--- src/rtl/alu_share_arb_if.sv ---
// Bundle of request/response handshakes and ALU-side signals for alu_share_arb.
// slave = arbiter side; master = clients plus the ALU instance.
interface alu_share_arb_if #(
    parameter int W = 32
);
    logic [1:0]     req_valid;
    logic [1:0]     req_ready;
    logic [2*W-1:0] req_a;
    logic [2*W-1:0] req_b;
    logic [5:0]     req_op;
    logic [1:0]     rsp_valid;
    logic [1:0]     rsp_ready;
    logic [W-1:0]   rsp_z;
    logic           rsp_ex;
    logic           rsp_err;
    logic [W-1:0]   alu_a;
    logic [W-1:0]   alu_b;
    logic [2:0]     alu_op;
    logic [W-1:0]   alu_z;
    logic           alu_ex;

    modport slave (
        input  req_valid, req_a, req_b, req_op, rsp_ready, alu_z, alu_ex,
        output req_ready, rsp_valid, rsp_z, rsp_ex, rsp_err, alu_a, alu_b, alu_op
    );

    modport master (
        output req_valid, req_a, req_b, req_op, rsp_ready, alu_z, alu_ex,
        input  req_ready, rsp_valid, rsp_z, rsp_ex, rsp_err, alu_a, alu_b, alu_op
    );
endinterface

--- src/rtl/alu_share_arb.sv ---
// Two-port round-robin arbiter sharing one ALU: IDLE -> EXEC -> RESP per operation.
// Optional macro ALU_SHARE_FIXED_PRIO_EN: port 0 always wins contention (no rr pointer).
module alu_share_arb #(
    parameter int W = 32
) (
    input  logic              clk,
    input  logic              rst_n,
    alu_share_arb_if.slave    bus
);
    typedef enum logic [1:0] {IDLE, EXEC, RESP} state_t;

    state_t         state_reg;
    logic [W-1:0]   a_reg;
    logic [W-1:0]   b_reg;
    logic [2:0]     op_reg;
    logic           gnt_q;
    logic [1:0]     rsp_valid_reg;
    logic [W-1:0]   rsp_z_reg;
    logic           rsp_ex_reg;
    logic           rsp_err_reg;

    logic           win;
    logic           any_valid;
    logic [W-1:0]   win_a;
    logic [W-1:0]   win_b;
    logic [2:0]     win_op;

    function automatic logic op_legal(input logic [2:0] op);
        case (op)
            3'b000, 3'b001, 3'b010, 3'b110, 3'b111: op_legal = 1'b1;
            default:                                op_legal = 1'b0;
        endcase
    endfunction

    assign any_valid = |bus.req_valid;

`ifdef ALU_SHARE_FIXED_PRIO_EN
    assign win = ~bus.req_valid[0];
`else
    logic rr_q;
    // Contention goes to the preferred port; a lone requester always wins.
    assign win = (&bus.req_valid) ? rr_q : bus.req_valid[1];
`endif

    assign win_a  = win ? bus.req_a[W +: W]  : bus.req_a[0 +: W];
    assign win_b  = win ? bus.req_b[W +: W]  : bus.req_b[0 +: W];
    assign win_op = win ? bus.req_op[3 +: 3] : bus.req_op[0 +: 3];

    // rst_n gating keeps req_ready low for the whole time reset is held.
    generate
        for (genvar gi = 0; gi < 2; gi++) begin : g_ready
            assign bus.req_ready[gi] = rst_n && (state_reg == IDLE) &&
                                       bus.req_valid[gi] && (win == 1'(gi));
        end
    endgenerate

    assign bus.alu_a     = a_reg;
    assign bus.alu_b     = b_reg;
    assign bus.alu_op    = op_reg;
    assign bus.rsp_valid = rsp_valid_reg;
    assign bus.rsp_z     = rsp_z_reg;
    assign bus.rsp_ex    = rsp_ex_reg;
    assign bus.rsp_err   = rsp_err_reg;

    always_ff @(posedge clk or negedge rst_n) begin
        if (!rst_n) begin
            state_reg     <= IDLE;
            a_reg         <= '0;
            b_reg         <= '0;
            op_reg        <= 3'b000;
            gnt_q         <= 1'b0;
            rsp_valid_reg <= 2'b00;
            rsp_z_reg     <= '0;
            rsp_ex_reg    <= 1'b0;
            rsp_err_reg   <= 1'b0;
`ifndef ALU_SHARE_FIXED_PRIO_EN
            rr_q          <= 1'b0;
`endif
        end else begin
            case (state_reg)
                IDLE: begin
                    if (any_valid) begin
                        a_reg  <= win_a;
                        b_reg  <= win_b;
                        op_reg <= win_op;
                        gnt_q  <= win;
`ifndef ALU_SHARE_FIXED_PRIO_EN
                        rr_q   <= ~win;
`endif
                        if (op_legal(win_op)) begin
                            state_reg <= EXEC;
                        end else begin
                            // Illegal op skips the ALU and answers immediately.
                            state_reg     <= RESP;
                            rsp_z_reg     <= '0;
                            rsp_ex_reg    <= 1'b0;
                            rsp_err_reg   <= 1'b1;
                            rsp_valid_reg <= {win, ~win};
                        end
                    end
                end
                EXEC: begin
                    rsp_z_reg     <= bus.alu_z;
                    rsp_ex_reg    <= bus.alu_ex;
                    rsp_err_reg   <= 1'b0;
                    rsp_valid_reg <= {gnt_q, ~gnt_q};
                    state_reg     <= RESP;
                end
                RESP: begin
                    if (bus.rsp_ready[gnt_q]) begin
                        rsp_valid_reg <= 2'b00;
                        state_reg     <= IDLE;
                    end
                end
                default: state_reg <= IDLE;
            endcase
        end
    end
endmodule
--- src/flat_wrapper.sv ---
// flat-port wrapper written by rule: the top's interface ports become plain ports
module alu_share_arb_flat 
#(
    parameter int W = 32
)
  (clk, rst_n, bus_req_valid, bus_req_a, bus_req_b, bus_req_op, bus_rsp_ready, bus_alu_z, bus_alu_ex, bus_req_ready, bus_rsp_valid, bus_rsp_z, bus_rsp_ex, bus_rsp_err, bus_alu_a, bus_alu_b, bus_alu_op);
  alu_share_arb_if #(.W(W)) bus_i ();
  input  logic clk;
  input  logic rst_n;
  input wire logic [$bits(bus_i.req_valid)-1:0] bus_req_valid;
  input wire logic [$bits(bus_i.req_a)-1:0] bus_req_a;
  input wire logic [$bits(bus_i.req_b)-1:0] bus_req_b;
  input wire logic [$bits(bus_i.req_op)-1:0] bus_req_op;
  input wire logic [$bits(bus_i.rsp_ready)-1:0] bus_rsp_ready;
  input wire logic [$bits(bus_i.alu_z)-1:0] bus_alu_z;
  input wire logic [$bits(bus_i.alu_ex)-1:0] bus_alu_ex;
  output wire logic [$bits(bus_i.req_ready)-1:0] bus_req_ready;
  output wire logic [$bits(bus_i.rsp_valid)-1:0] bus_rsp_valid;
  output wire logic [$bits(bus_i.rsp_z)-1:0] bus_rsp_z;
  output wire logic [$bits(bus_i.rsp_ex)-1:0] bus_rsp_ex;
  output wire logic [$bits(bus_i.rsp_err)-1:0] bus_rsp_err;
  output wire logic [$bits(bus_i.alu_a)-1:0] bus_alu_a;
  output wire logic [$bits(bus_i.alu_b)-1:0] bus_alu_b;
  output wire logic [$bits(bus_i.alu_op)-1:0] bus_alu_op;
  assign bus_i.req_valid = bus_req_valid;
  assign bus_i.req_a = bus_req_a;
  assign bus_i.req_b = bus_req_b;
  assign bus_i.req_op = bus_req_op;
  assign bus_i.rsp_ready = bus_rsp_ready;
  assign bus_i.alu_z = bus_alu_z;
  assign bus_i.alu_ex = bus_alu_ex;
  assign bus_req_ready = bus_i.req_ready;
  assign bus_rsp_valid = bus_i.rsp_valid;
  assign bus_rsp_z = bus_i.rsp_z;
  assign bus_rsp_ex = bus_i.rsp_ex;
  assign bus_rsp_err = bus_i.rsp_err;
  assign bus_alu_a = bus_i.alu_a;
  assign bus_alu_b = bus_i.alu_b;
  assign bus_alu_op = bus_i.alu_op;
  alu_share_arb #(.W(W)) u_core (.clk(clk), .rst_n(rst_n), .bus(bus_i));
endmodule
--- config.mk ---
export PLATFORM = sky130hd
export DESIGN_NAME = alu_share_arb_flat
export DESIGN_NICKNAME = d
export VERILOG_FILES = /design/src/rtl/alu_share_arb_if.sv /design/src/rtl/alu_share_arb.sv /design/src/flat_wrapper.sv
export SDC_FILE = /design/constraint.sdc
export NUM_CORES = 1
export LEC_CHECK = 0
export BUFFER_PORTS_ARGS = -buffer_cell sky130_fd_sc_hd__buf_2
export CORE_ASPECT_RATIO = 0.75
export CORE_UTILIZATION = 40
export DETAILED_ROUTE_END_ITERATION = 6
export HOLD_SLACK_MARGIN = 0.06
export PLACE_DENSITY = 0.72
export SLEW_MARGIN = 5
export SYNTH_ARGS = -nofsm -noshare
export SYNTH_HDL_FRONTEND = slang
export SYNTH_SLANG_ARGS = --single-unit
--- constraint.sdc ---
create_clock -name clk -period 4.29 [get_ports clk]
set_clock_uncertainty 0.15 [all_clocks]
set_input_delay 0.429 -clock clk [delete_from_list [all_inputs] [get_ports clk]]
set_output_delay 0.429 -clock clk [all_outputs]
set_load 0.01 [all_outputs]
==> results of run 1 <==
## power by group
| group | leakage (uW) | internal, uW | switching, uW |
|---|---|---|---|
| Combinational | 0.00189 | 722 | 1090 |
| Clock | 0.000164 | 535 | 374 |
| Sequential | 0.00135 | 1440 | 229 |
| Total | 0.00340 | 2700 | 1690 |
## worst max-delay path by stage
| stage | start | to |
|---|---|---|
| after detailed placement | u_core.state_reg[0]$_DFFE_PN0P_ | u_core.bus.alu_a[24]$_DFFE_PN0P_ |
| final | u_core.state_reg[0]$_DFFE_PN0P_ | u_core.bus.alu_a[13]$_DFFE_PN0P_ |
| after global placement | bus_req_valid[0] | u_core.bus.rsp_z[2]$_DFFE_PN0P_ |
| after CTS | u_core.state_reg[0]$_DFFE_PN0P_ | u_core.bus.alu_a[13]$_DFFE_PN0P_ |
| after global routing | u_core.state_reg[0]$_DFFE_PN0P_ | u_core.bus.alu_a[13]$_DFFE_PN0P_ |
| after floorplan | bus_req_valid[1] | bus_req_ready[1] |
## through the flow
| stage | worst slack (ns) | power, uW |
|---|---|---|
| floorplan | 2.32 | 2800 |
| global placement | 1.91 | 3440 |
| detailed placement | 1.76 | 3520 |
| CTS | 1.74 | 4440 |
| global route | 1.55 | 4710 |
| finish | 1.74 | 4390 |
## synth_stat cells
cell and instances:
a22o_1 33, dfrtp_1 107, o21ai_1 1, buf_2 13, and2_1 1, o21bai_1 1, a22oi_1 65, a21boi_2 1
nand2b_1 2, a21oi_2 1, mux2_2 3, inv_1 3, o21ba_2 1, mux2i_1 7, o21ai_0 72, nand3_1 4
buf_6 6, nand2_1 71, ha_1 4, a31oi_1 1, a21oi_1 2, a22oi_4 1, nor2_1 3, and3_1 1
buf_1 1, a21o_4 1, clkbuf_1 17, nand3b_1 1
## logic make-up (layout without fill, tap and decap cells)
| family | Yosys count | count (layout) | share of synthesized area |
|---|---|---|---|
| compound gates | 180 | 180 | 0.268 |
| flops | 107 | 107 | 0.581 |
| fa+ha+maj | 4 | 4 | 0.0109 |
| simple gates | 83 | 83 | 0.0717 |
| mux | 10 | 10 | 0.0225 |
| buf+inv | 40 | 303 | 0.0459 |
## metal layers
metal / share of wire / track usage / vias to the layer above / routed length (um)
met2: 0.50 / 0.369 / 172 / 6420
li1: - / - / 2060 / -
met4: 0.011 / 0.0653 / 0 / 143
met1: 0.43 / 0.267 / 2013 / 5600
met5: 0 / 0 / - / 0
met3: 0.062 / 0.0453 / 11 / 804
## final cells by class
cell class                 instances  share of cell area
sequential                       107               0.420
multi-input combinational        277               0.272
timing repair buffer             284               0.226
clock buffer                      10              0.0375
tap                              140              0.0275
clock inverter                     6              0.0149
inverter                           3             0.00177
## worst reg2reg max path, delay by kind of cell (launching register included)
kind            cells  cell delay, ns
flops               1            0.39
fa+ha+maj           1            0.38
buf+inv             3            1.32
compound gates      1            0.18
## repair_timing
| action | 4_1_cts | 5_1_grt |
|---|---|---|
| hold buffers | 1 | 0 |
| endpoints found under the setup margin | 0 | 0 |
| endpoints found under the hold margin | 46 | 0 |
==> results.md, run 1 <==
* Mean Syn Cell Area at 10.9 um^2
* Worst skew pair latency at 0.34 ns
* Via Count at 4,256
* Pins Over Slew Limit at 0
* Hold crit path type: input pin to flop
* Rows at 33
* Yosys top cell area share at 0.581
* Worst Path Buf+Inv at 3
* Vias in the first global route at 4,129
* Commonest non-fill, non-tap cell in the layout: buf_2
* First-pass GRT wire length at 20,000 um
* Worst slew pin tran at 0.972 ns
* Reg-to-Reg Start: u_core.state_reg[0]$_DFFE_PN0P_
* Layout Utilization at 0.576
* Syn Nets at 601
* Nets at 859
* Fmax at 392 MHz
* N_diodes at 0
* Post-Layout Cell Count at 827
* Crit path top cell by count: inv_1
* Pwr dens at 689 nW/um^2
* Crit path capture type: flop
* DRT Pass-1 Iters at 5
* Clk slew on worst S/H paths at 0.07 ns
* Die Ht at 94.9 um
* Synth-to-Final Area Change at 38.5%
* Top area cells in the synthesized netlist: dfrtp_1 58%, a22oi_1 11%, o21ai_0 7.8%, a22o_1 6.3%, nand2_1 5.8%
* Largest net degree at the start of global routing at 62
* Residual DRC count at 0
* Register area at 2680 um^2
* Max Cap Violations at 0
* Post-CTS Setup Inserts at 0
* Port buffer count at 277
* HPWL Detailed at 9450 um
* Cell count after synthesis at 424
* ANT nets after route at 0
* Slowest CP cell: inv_1
* CTS Sinks at 107
* Leakage at 0.00340 uW
* Share of post-route cells with drive strength above 1 at 0.450
* Outcome: complete, no violations
* Worst reg2reg path depth at 5
* Root buf cell: clkbuf_16
* Final Hold Vio Count at 0
* Hold WS at 0.150 ns
* Most frequent cells in the layout: 276 x buf_2, 107 x dfrtp_1, 72 x o21ai_0
* Startpoint Class: flop
* Design Area, Final at 6380 um^2
* CP Max Fanout at 34
* Crit path arrival time at 2.60 ns
* Hold path depth at 2
* Synth Cell Area at 4610 um^2
* Fillers at 980
* Ports at 278
* R2R Path End: u_core.bus.alu_a[13]$_DFFE_PN0P_
* #FFs+latches synth at 107
* Unrepaired setup endpoints after global routing: false
* All-Layer GR Usage at 0.212
* FF-to-FF setup slack at 1.74 ns
* Max incr delay on CP at 0.79 ns
* Drt total wl at 13,000 um
* Core Region at 11,100 um^2
* Relative slew slack at 0.351
* VDD IR-drop max at 0.287 mV
* Cell variety after synth at 28
* DRT iter0 DRCs at 178
* CTS H-tree depth at 3
* Area of placed instances at 6030 um^2
* Yosys warnings at 0
* Period Utilization, post-route at 0.594
* Worst Min Path Start: bus_alu_z[18]
* Multi-input gate area at 1740 um^2
* Worst Setup Path Type: flop to flop
* Setup TNS at 0 ns
* CTS max path bufs at 2
* Crit path cell chain: inv_1 > ha_1 > inv_1 > buf_4 > o21ai_0
* Leading area contributor after synthesis: dfrtp_1
* Die area at 12,000 um^2
* Initial core utilization at 0.416
* Critical path required time at 4.34 ns
* Final setup viols at 0
* # placed instances at 810
* CTS tree: done
* Kind of cell adding the most delay to the critical path: buffers and inverters
* Crit path depth at 5
* Chip Width at 126 um
* Placer Congestion at 0.801
* Hold EP: u_core.bus.rsp_z[18]$_DFFE_PN0P_
* TritonCTS buffer count at 9
* Avg WL per Cell at 15.7 um
* Seq/Total Area, Yosys at 0.581
* Fin crit period at 2.55 ns
* Post-cts gate resize count at 0
* Via-to-Cell Ratio at 5.15
* Congestion Overflow GR at 0
* Initial antenna violation count at 0
Note: power is estimated with default switching activity, not from simulation.
==> run 2: changes to the inputs <==
Settings changed: ABC_AREA set to 1, PLACE_DENSITY 0.72 to 0.73.
Clock period 4.29 ns to 2.1 ns, I/O delays scaled along.
==> run 2 against run 1 <==
  * Area after synthesis up 8.1%
  * Largest power group unchanged
  * Critical path type is now flop to output port
  * Clock-buffer cell count up 1
  * Sequential share of layout area down 10 points
  * Flip-flop and latch count unchanged
  * Global-route usage up 9.1 points
  * Routed wire length up 49%
  * Worst hold slack worse by 0.065 ns
  * Sequential power up 120%
  * Setup slack worse by 1.6 ns
  * Synthesized cell count up 40%
  * First-iteration DRC count up 110%
==> results.md, run 2 <==
* Outcome: complete, no violations
* Hold path depth at 5
* FF-to-FF setup slack at 0.22 ns
* Fillers at 857
* CP endpoint: bus_req_ready[0]
* Hold crit path type: input pin to flop
* Chip Width at 131 um
* Die Ht at 98.6 um
* Worst reg2reg path depth at 10
* Share of post-route cells with drive strength above 1 at 0.315
* Via-to-Cell Ratio at 5.18
* TritonCTS buffer count at 9
* Post-Layout Cell Count at 1,177
* Yosys top cell area share at 0.538
* Post-synth top cells: 199 x nand3_1, 158 x nand2_1, 107 x dfrtp_1
* Register area at 2680 um^2
* Most frequent cells in the layout: 276 x buf_2, 199 x nand3_1, 164 x dlygate4sd3_1
* Synth Cell Area at 4980 um^2
* Worst skew pair latency at 0.34 ns
* CP Max Fanout at 13
* Design Area, Final at 8480 um^2
* All-Layer GR Usage at 0.303
* Crit path capture type: output port
* Fin crit period at 1.98 ns
* Via Count at 6,096
* Hold WS at 0.0856 ns
* # placed instances at 997
* Nets at 1,187
* First-pass GRT wire length at 30,200 um
* Leading area contributor after synthesis: dfrtp_1
* Seq/Total Area, Yosys at 0.538
* Multi-input gate area at 2020 um^2
* Die area at 12,900 um^2
* Worst slew pin tran at 0.604 ns
* EDFF count, synth at 0
* Async S/R FF share, synth at 1.00
* Initial core utilization at 0.420
* Ports at 278
* Congestion Overflow GR at 0
* Relative slew slack at 0.597
* Unrepaired setup endpoints after global routing: false
* CTS Sinks at 107
* Crit path arrival time at 1.62 ns
* Yosys warnings at 0
* Post-CTS Setup Inserts at 0
* ANT nets after route at 0
* Final Hold Vio Count at 0
* Clk slew on worst S/H paths at 0.07 ns
* Synth-to-Final Area Change at 70.3%
* Cell count after synthesis at 592
* Placer Congestion at 0.821
* R2R Path End: u_core.bus.rsp_valid[0]$_DFFE_PN0P_
* Dominant synthesized flop cell: dfrtp_1
* DRT Pass-1 Iters at 7
* Worst Setup SP: u_core.rr_q$_DFFE_PN0P_
* #FFs+latches synth at 107
* Worst Setup Path Type: flop to output port
* Residual DRC count at 0
* Most frequent cell after synthesis: nand3_1
* Pwr dens at 1260 nW/um^2
* Initial antenna violation count at 0
* Fmax at 505 MHz
* Commonest non-fill, non-tap cell in the layout: buf_2
* Mean Syn Cell Area at 8.41 um^2
* Rows at 34
* Top area cells in the synthesized netlist: dfrtp_1 54%, nand3_1 20%, nand2_1 12%, nand4_1 4.5%, clkbuf_1 1.6%
* Core Region at 11,900 um^2
* CTS tree: done
* N_diodes at 0
* Critical path required time at 1.74 ns
* Largest net degree at the start of global routing at 108
* Cell variety after synth at 22
* Drt total wl at 19,400 um
* Reg-to-Reg Start: u_core.state_reg[0]$_DFFE_PN0P_
* HPWL Detailed at 10,600 um
* Max Cap Violations at 0
* Avg WL per Cell at 16.5 um
* CTS max path bufs at 2
* VDD IR-drop max at 0.587 mV
* Vias in the first global route at 6,132
* CTS H-tree depth at 3
* Pins Over Slew Limit at 0
* Startpoint Class: flop
* Leakage at 0.00448 uW
* Final setup viols at 0
* Syn Nets at 769
* Port buffer count at 277
* Period Utilization, post-route at 0.942
* Root buf cell: clkbuf_16
* Area of placed instances at 6510 um^2
* Setup TNS at 0 ns
* DRT iter0 DRCs at 375
[run 2: critical path, stage by stage (launching register included)]
cell,delay [ns]
dfrtp_1,0.36
inv_1,0.08
nand2_2,0.10
nand2_4,0.11
buf_6,0.18
inv_4,0.09
nor4_1,0.16
buf_2,0.20
[run 2: final cells by class]
type / instances / area share
Sequential cell: 107 / 0.316
Multi-Input combinational cell: 418 / 0.238
Tap cell: 162 / 0.0239
Clock inverter: 5 / 0.00502
Timing Repair Buffer: 457 / 0.380
Clock buffer: 11 / 0.0298
Inverter: 17 / 0.00782
[run 2: worst min-delay path by stage]
stage	from	endpoint
floorplan	rst_n	u_core.bus.alu_a[0]$_DFFE_PN0P_
global placement	rst_n	u_core.bus.alu_b[3]$_DFFE_PN0P_
detailed placement	rst_n	u_core.bus.alu_op[0]$_DFFE_PN0P_
CTS	bus_req_op[1]	u_core.bus.alu_op[1]$_DFFE_PN0P_
global route	bus_req_op[2]	u_core.bus.alu_op[2]$_DFFE_PN0P_
finish	bus_req_op[1]	u_core.bus.alu_op[1]$_DFFE_PN0P_
[run 2: through the flow]
| stage | total power [uW] | utilization | worst slack, ns |
|---|---|---|---|
| after global placement | 8490 | 0.549 | 0.201 |
| after floorplan | 6590 | - | 0.279 |
| after global routing | 11400 | 0.714 | 0.00288 |
| final | 10600 | 0.714 | 0.121 |
| after detailed placement | 8560 | 0.549 | 0.167 |
| after CTS | 10500 | 0.712 | 0.0210 |
[run 2: power breakdown]
part	leakage, uW	internal (uW)	switching [uW]
clock network	0.000143	886	790
logic	0.00299	2070	3260
registers	0.00134	3080	555
[run 2: timing repair]
| item | 4_1_cts | 5_1_grt |
|---|---|---|
| hold endpoints to repair | 205 | 0 |
| endpoints found under the setup margin | 0 | 36 |
| hold buffers | 164 | 0 |
| gates resized for setup | 0 | 5 |
[run 2: cells by family (layout without fill, tap and decap cells)]
kind of cell / after synthesis / count (layout) / synth area share
simple gates: 404 / 404 / 0.378
flops: 107 / 107 / 0.538
buf+inv: 67 / 490 / 0.0616
compound gates: 10 / 10 / 0.0128
fa+ha+maj: 4 / 4 / 0.0101
[run 2: per-layer routing]
metal | vias to the layer above | share of wire | GRT usage
li1 | 2859 | - | -
met1 | 2816 | 0.40 | 0.366
met2 | 336 | 0.47 | 0.487
met3 | 85 | 0.074 | 0.0765
met4 | 0 | 0.051 | 0.179
met5 | - | 0 | 0
==> run 3: changes to the inputs <==
--- a/config.mk
+++ b/config.mk
@@ -10,2 +10,3 @@
 export CORE_ASPECT_RATIO = 0.75
+export CORE_MARGIN = 2
 export CORE_UTILIZATION = 40
==> constraint.sdc (replaced) <==
create_clock -name clk -period 2.1 [get_ports clk]
set_clock_uncertainty 0.15 [all_clocks]
set_input_delay 0.42 -clock clk [delete_from_list [all_inputs] [get_ports clk]]
set_output_delay 0.42 -clock clk [all_outputs]
set_load 0.01 [all_outputs]
==> run 3 against run 2 <==
  * Die area rose by 3.6%
  * Largest cell class is now sequential cells
  * Routed wire length fell by 20%
  * Cell area shrank 18%
  * Register-to-register slack hardly changed
==> results.md, run 3 (synthesized netlist as in run 2, its figures left out) <==
* Metal-1 WL at 6760 um
* Die Ht at 101 um
* ANT nets after route at 0
* Drt total wl at 15,400 um
* Startpoint Class: flop
* Highest routed layer: met4
* # placed instances at 1,000
* N_diodes at 0
* Fmax at 504 MHz
* CTS max path bufs at 2
* CTS Sinks at 107
* Congestion Overflow GR at 0
* Synth-to-Final Area Change at 39.1%
* Pwr dens at 1500 nW/um^2
* Pre-CTS WS at 0.215 ns
* CTS tree: done
* Rows at 35
* Port buffer count at 277
* Met2 WL at 7270 um
* Hold WS at 0.164 ns
* Most frequent cells in the layout: 276 x buf_2, 199 x nand3_1, 158 x nand2_1
* Period Utilization, post-route at 0.945
* Core Region at 12,200 um^2
* Via Count at 5,233
* Crit path arrival time at 1.42 ns
* CP Max Fanout at 4
* Vias in the first global route at 4,873
* Pins Over Slew Limit at 0
* Initial core utilization at 0.408
* Nets at 1,032
* DRT iter0 DRCs at 360
* Critical path required time at 1.53 ns
* Chip Width at 133 um
* Final Worst Setup Slack at 0.115 ns
* Placer Congestion at 0.785
* DRT Pass-1 Iters at 5
* Initial antenna violation count at 0
* Largest net degree at the start of global routing at 108
* Relative slew slack at 0.624
* Final Hold Vio Count at 0
* TritonCTS buffer count at 9
* Unrepaired setup endpoints after global routing: false
* Worst Setup Path Type: flop to output port
* Clk slew on worst S/H paths at 0.07 ns
* Avg WL per Cell at 15.0 um
* Fin crit period at 1.99 ns
* Final setup viols at 0
* Root buf cell: clkbuf_16
* Hold crit path type: input pin to flop
* Layout Utilization at 0.567
* Ports at 278
* All-Layer GR Usage at 0.225
* Met3 routed WL at 1140 um
* CTS H-tree depth at 3
* Via-to-Cell Ratio at 5.10
* Die area at 13,400 um^2
* Leakage at 0.00384 uW
* VDD IR-drop max at 0.675 mV
* First-pass GRT wire length at 24,200 um
* Share of post-route cells with drive strength above 1 at 0.383
* Commonest non-fill, non-tap cell in the layout: buf_2
* Crit path capture type: output port
* Residual DRC count at 0
* Setup TNS at 0 ns
* Outcome: complete, no violations
* Post-Layout Cell Count at 1,026
* HPWL Detailed at 10,700 um
* Worst skew pair latency at 0.33 ns
* Worst slew pin tran at 0.564 ns
* Max Cap Violations at 0
-- run 3: changes by cell type in the layout (fill, tap and decap cells not counted), sizes merged --
cell / change
inv: -1
buf: +7
clkbuf: +2
clkinvlp: +1
clkinv: -1
dlygate4sd3: -163
-- run 3: repair_timing --
action,4_1_cts,5_1_grt
endpoints found under the setup margin,2,2
cloned,0,1
hold buffers,1,0
setup buffers,0,8
gates resized for setup,6,1
endpoints found under the hold margin,107,0
pin swaps,0,4
-- run 3: worst max-delay path, cell delays in order, from the launching register on --
cell	delay, ns
dfrtp_1	0.36
inv_1	0.08
nand2_2	0.08
nand2_4	0.08
inv_2	0.07
nor4_2	0.24
buf_2	0.18
-- run 3: metrics by stage --
step / total power (uW) / area (um^2)
floorplan: 6590 / 4980
global placement: 8520 / 6520
detailed placement: 8600 / 6520
CTS: 10300 / 6840
global route: 11200 / 6930
finish: 10400 / 6930
-- run 3: per-layer routing --
layer | up-vias | track usage
li1 | 2541 | -
met1 | 2440 | 0.303
met2 | 234 | 0.372
met3 | 18 | 0.0493
met4 | 0 | 0.0579
met5 | - | 0
-- run 3: worst paths after layout --
kind,from,slack [ns],cells past startpoint,to
worst max-delay path,u_core.rr_q$_DFFE_PN0P_,0.11,6,bus_req_ready[0]
worst max register to register,u_core.state_reg[0]$_DFFE_PN0P_,0.23,10,u_core.bus.rsp_valid[0]$_DFFE_PN0P_
worst min-delay path,bus_req_a[4],0.16,3,u_core.bus.alu_a[4]$_DFFE_PN0P_
max in group asynchronous,rst_n,0.78,3,u_core.bus.alu_a[30]$_DFFE_PN0P_
min in group asynchronous,rst_n,0.60,3,u_core.bus.rsp_z[9]$_DFFE_PN0P_
worst min register to register,u_core.bus.rsp_z[14]$_DFFE_PN0P_,0.32,2,u_core.bus.rsp_z[14]$_DFFE_PN0P_
-- run 3: report_power, final --
group | switching (uW) | internal [uW] | leakage [uW]
combinational | 3120 | 2020 | 0.00236
sequential | 539 | 3080 | 0.00134
clock | 750 | 848 | 0.000130
-- run 3: final cells by class --
class	instances	area (um^2)
sequential	107	2680
timing repair buffer	302	1680
inverter	17	63.8
clock inverter	4	32.5
tap	166	208
clock buffer	12	246
fill	1130	5290
multi-input combinational	418	2010
